<file path="src/rtl/key_debounce.sv">
// Two-key debouncer: per-key 2-flop synchronizer plus debounce FSM producing level, press and release.
// Optional auto-repeat of key_press_o while held: define KEY_DEBOUNCE_REPEAT_EN.
`timescale 1ns/1ps

module key_debounce #(
    parameter int unsigned DEBOUNCE_CYCLES = 1000000,
    parameter int unsigned HOLD_CYCLES     = 50000000,
    parameter int unsigned REPEAT_CYCLES   = 10000000
) (
    input  logic       clk100_i,
    input  logic       rst_i,
    input  logic [1:0] key_i,
    output logic [1:0] key_state_o,
    output logic [1:0] key_press_o,
    output logic [1:0] key_release_o
);

    localparam int unsigned NUM_KEYS = 2;
    localparam int unsigned CNT_W    = $clog2(DEBOUNCE_CYCLES + 1);
    localparam int unsigned HOLD_MAX = (HOLD_CYCLES > REPEAT_CYCLES) ? HOLD_CYCLES : REPEAT_CYCLES;
    localparam int unsigned HOLD_W   = $clog2(HOLD_MAX + 1);

    // Reject parameter values outside their legal range at elaboration.
    if (DEBOUNCE_CYCLES < 1 || DEBOUNCE_CYCLES > 32'h00FF_FFFF) begin : g_bad_debounce
        $error("key_debounce: DEBOUNCE_CYCLES out of range");
    end
    if (HOLD_W < 1) begin : g_bad_hold
        $error("key_debounce: HOLD_CYCLES/REPEAT_CYCLES must be nonzero");
    end

    typedef enum logic [1:0] {
        IDLE,
        PRESS_WAIT,
        PRESSED,
        RELEASE_WAIT
    } state_t;

    for (genvar k = 0; k < NUM_KEYS; k++) begin : g_chan
        logic             sync_q1;
        logic             s;
        state_t           state;
        logic [CNT_W-1:0] cnt;
        logic             state_q;
        logic             press_q;
        logic             release_q;

        // Keys are active-low; synchronizer holds the active-high pressed level.
        always_ff @(posedge clk100_i) begin
            if (rst_i) begin
                sync_q1 <= 1'b0;
                s       <= 1'b0;
            end else begin
                sync_q1 <= ~key_i[k];
                s       <= sync_q1;
            end
        end

`ifdef KEY_DEBOUNCE_REPEAT_EN
        logic [HOLD_W-1:0] hold_cnt;
        logic              repeating;
        logic [HOLD_W-1:0] hold_last_c;

        assign hold_last_c = repeating ? HOLD_W'(REPEAT_CYCLES - 1) : HOLD_W'(HOLD_CYCLES - 1);
`endif

        always_ff @(posedge clk100_i) begin
            if (rst_i) begin
                state     <= IDLE;
                cnt       <= '0;
                state_q   <= 1'b0;
                press_q   <= 1'b0;
                release_q <= 1'b0;
`ifdef KEY_DEBOUNCE_REPEAT_EN
                hold_cnt  <= '0;
                repeating <= 1'b0;
`endif
            end else begin
                press_q   <= 1'b0;
                release_q <= 1'b0;
                case (state)
                    IDLE: begin
                        if (s) begin
                            state <= PRESS_WAIT;
                            cnt   <= '0;
                        end
                    end
                    PRESS_WAIT: begin
                        if (!s) begin
                            state <= IDLE;
                        end else if (cnt == CNT_W'(DEBOUNCE_CYCLES - 1)) begin
                            state   <= PRESSED;
                            state_q <= 1'b1;
                            press_q <= 1'b1;
                        end else begin
                            cnt <= cnt + CNT_W'(1);
                        end
                    end
                    PRESSED: begin
                        if (!s) begin
                            state <= RELEASE_WAIT;
                            cnt   <= '0;
                        end
`ifdef KEY_DEBOUNCE_REPEAT_EN
                        // Hold time only advances while the key is cleanly held.
                        else if (hold_cnt == hold_last_c) begin
                            press_q   <= 1'b1;
                            hold_cnt  <= '0;
                            repeating <= 1'b1;
                        end else begin
                            hold_cnt <= hold_cnt + HOLD_W'(1);
                        end
`endif
                    end
                    RELEASE_WAIT: begin
                        if (s) begin
                            state <= PRESSED;
                        end else if (cnt == CNT_W'(DEBOUNCE_CYCLES - 1)) begin
                            state     <= IDLE;
                            state_q   <= 1'b0;
                            release_q <= 1'b1;
`ifdef KEY_DEBOUNCE_REPEAT_EN
                            hold_cnt  <= '0;
                            repeating <= 1'b0;
`endif
                        end else begin
                            cnt <= cnt + CNT_W'(1);
                        end
                    end
                    default: state <= IDLE;
                endcase
            end
        end

        assign key_state_o[k]   = state_q;
        assign key_press_o[k]   = press_q;
        assign key_release_o[k] = release_q;
    end

endmodule

</file>
<file path="config.mk">
export PLATFORM = sky130hd
export DESIGN_NAME = key_debounce
export DESIGN_NICKNAME = d
export VERILOG_FILES = /design/src/rtl/key_debounce.sv
export SDC_FILE = /design/constraint.sdc
export NUM_CORES = 1
export LEC_CHECK = 0
export CAP_MARGIN = 5
export CORE_MARGIN = 5
export CORE_UTILIZATION = 35
export CTS_CLUSTER_SIZE = 16
export DETAILED_ROUTE_END_ITERATION = 6
export PLACE_DENSITY = 0.64
export SETUP_SLACK_MARGIN = 0.3
export SLEW_MARGIN = 20
export SYNTH_ARGS = -nofsm -noshare
export SYNTH_HDL_FRONTEND = slang
export SYNTH_SLANG_ARGS = --single-unit
</file>
<file path="constraint.sdc">
create_clock -name clk100_i -period 1.75 [get_ports clk100_i]
set_input_delay 0.4375 -clock clk100_i [delete_from_list [all_inputs] [get_ports clk100_i]]
set_output_delay 0.4375 -clock clk100_i [all_outputs]
set_load 0.005 [all_outputs]
</file>
==> flow_metrics.tcl <==
set metrics [dict create \
    ys_types 58 \
    grt_pass1_wl_um 12050 \
    cts.clk_slew.worst_paths_ns 0.10 \
    postSynthCellCount 315 \
    track_usage_pct 15.01 \
    final_cell_area_mm2 0.003965 \
    rr_endpoint "g_chan[0].cnt[0]" \
    cts_sinks 54 \
    power.density_mw_per_mm2 576.2 \
    max-vdd-ir-drop_mv 0.2703 \
    final.setup.worst_slack_ns -0.1288 \
    cp_max_fo 6 \
    grt_max_degree 18 \
    power_mw 2.285 \
    dp_worst_setup_slack_ns -0.1730 \
    slew-limit-headroom_pct 71.08 \
    status "finished with violations" \
    r2r-start "g_chan[0].cnt[13]" \
    overflow 0 \
    pin_count 10 \
    cts_tree "built" \
    synthArstFlopShare_pct 0 \
    cts_buffers 5 \
    r2r_cells 6 \
    portBuffers 9 \
    diodes 0 \
    fill_cells 682 \
    drt-wirelength-per-cell_um 14.61 \
    core_area_mm2 0.007687 \
    finalClockSkew_ns 0.002507 \
    fin_util_pct 51.58 \
    antenna_found_initial 0 \
    failed_checks "negative setup slack" \
    synth_warnings 0 \
    area_delta_synth_final_pct 44.24 \
    final_common_cell "buf_4" \
    setup_viol 46 \
    cts_buffer_depth 2 \
    ys_ff_latch 54 \
    tightest_slew_ns 0.4325 \
    hold_slack_ns 0.4612 \
    synth_edf_count 0 \
    dpl.cell_count 476 \
    final_cells 497 \
    synth_area_per_cell_um2 8.727 \
    vias 2614 \
    min_from "g_chan[1].sync_q1" \
    finalHoldViolCount 0 \
    drive_gt1_share_pct 43.54 \
    first_pass_iters 4 \
    clock_insertion_delay_worst_skew_ns 0.31 \
    hold_path.class "reg2reg" \
    maxCapViolations 0 \
    htreeDepth 2 \
    rsz0062_at_grt "yes" \
    drt_iter0_drc 124 \
    synth-seq-area-share_pct 39.33 \
    postPlaceCellArea_mm2 0.003443 \
    cts-root-buf "clkbuf_8" \
    avgViaCountPerCell 5.260 \
    worst_setup_path_start_kind "flop" \
    min_to "g_chan[1].s" \
    start_util_pct 35.76 \
    drv_slew 0 \
    fmax_ghz 0.5322 \
    r2r_slack_ns -0.13 \
    grt_pass1_vias 2533 \
    synth_nets 321 \
    end_kind "flop" \
    layout_common_cells "buf_4 (69), dfxtp_1 (45), nor2_1 (31)" \
    arrival_ns 2.09 \
    fin_nets 400 \
    required_ns 1.96 \
    ant_nets 0 \
    dieWidth_um 98.62 \
    num_rows 32 \
    leakagePower_nw 1.524 \
    critical_path_class "reg2reg" \
    gp_congestion 0.8316 \
    die_h_um 98.62 \
    fp.dieArea_mm2 0.009726 \
    yosys_most_used_dff "dfxtp_1" \
    hold_depth 1 \
    final.setup.tns_ns -3.461 \
    period_minus_slack_ns 1.879 \
    drc 0 \
    post-route-period-util_pct 107.4 \
    dp_hpwl_um 4892 \
    syn-cell-area_mm2 0.002749 \
    wl_um 7261 \
]
[Yosys cell counts, types with 5 or more instances]
cell type / number / area, um^2
dfxtp_1: 54 / 1081
nor2_1: 40 / 150.1
nand2_1: 27 / 101.4
nand3_1: 17 / 85.08
a21oi_1: 12 / 60.06
nand4_1: 12 / 75.07
a22oi_1: 11 / 82.58
xor2_1: 10 / 87.58
o21ai_0: 9 / 45.04
nor3_1: 8 / 40.04
buf_4: 7 / 52.55
clkbuf_1: 7 / 26.28
nor4b_1: 6 / 52.55
xnor2_1: 6 / 52.55
mux2_2: 5 / 56.30
[timing repair]
item	in CTS	in global routing
pin swaps	32	22
setup buffers	9	2
setup endpoints to repair	56	50
hold buffers	0	0
resized for setup	55	26
cloned	2	0
[cells by family after synthesis]
family	count (synthesis)	share of synthesized area (%)
AOI/OAI and AO/OA	63	15.98
buffers and inverters	23	5.052
muxes	7	2.776
xor gates and xnor gates	16	5.098
adders and majority gates	2	0.9102
DFF	54	39.33
and+or+nand+nor	150	30.86
[power by group]
group	leakage, nW	internal [mW]	total, mW	switching (mW)
clock network	0.0585	0.430	0.872	0.442
registers	0.441	1.24	1.24	0.00632
logic	1.03	0.0789	0.170	0.0909
[layer usage]
layer	share of wire, %	wire (um)	GRT usage [%]	up-vias
met5	0	0	0	-
met4	2.0	142	3.992	0
met3	2.7	195	2.477	14
met2	51	3692	26.52	45
met1	44	3230	18.90	1245
li1	-	-	-	1310
[flip-flops by register name, indices dropped and copies added, names as in the netlist, named ones only]
name              count
g_chan.cnt           40
g_chan.press_q        2
g_chan.release_q      2
g_chan.s              2
g_chan.state          2
g_chan.state_q        2
g_chan.sync_q1        2
[critical path, cell delays in order (launching register included)]
cell and delay (ns):
dfxtp_2 0.33, or4b_4 0.54, nor4_4 0.33, a21o_2 0.25, buf_6 0.15, or3b_4 0.13
a21oi_2 0.05
[cell type report]
| type | count | area, um^2 | area share [%] |
|---|---|---|---|
| multi-input combinational | 239 | 1859 | 46.89 |
| clock buffer | 5 | 68.82 | 1.736 |
| sequential | 54 | 1095 | 27.61 |
| timing repair buffer | 91 | 759.5 | 19.15 |
| tap | 102 | 127.6 | 3.219 |
| inverter | 3 | 11.26 | 0.2840 |
| clock inverter | 3 | 43.79 | 1.104 |
[worst max-delay path by stage]
stage	start	to	slack (ns)	depth (start not counted)
2_1_floorplan	g_chan[1].cnt[8]	g_chan[1].cnt[17]	-0.07	5
3_3_place_gp	g_chan[1].cnt[12]	g_chan[1].release_q	-0.18	5
3_5_place_dp	g_chan[1].cnt[12]	g_chan[1].release_q	-0.17	5
4_1_cts	g_chan[1].cnt[6]	g_chan[1].cnt[2]	-0.12	7
5_1_grt	g_chan[1].cnt[11]	g_chan[1].cnt[5]	-0.23	7
6_report	g_chan[0].cnt[13]	g_chan[0].cnt[0]	-0.13	6
Power figures use the tool's default switching activity.
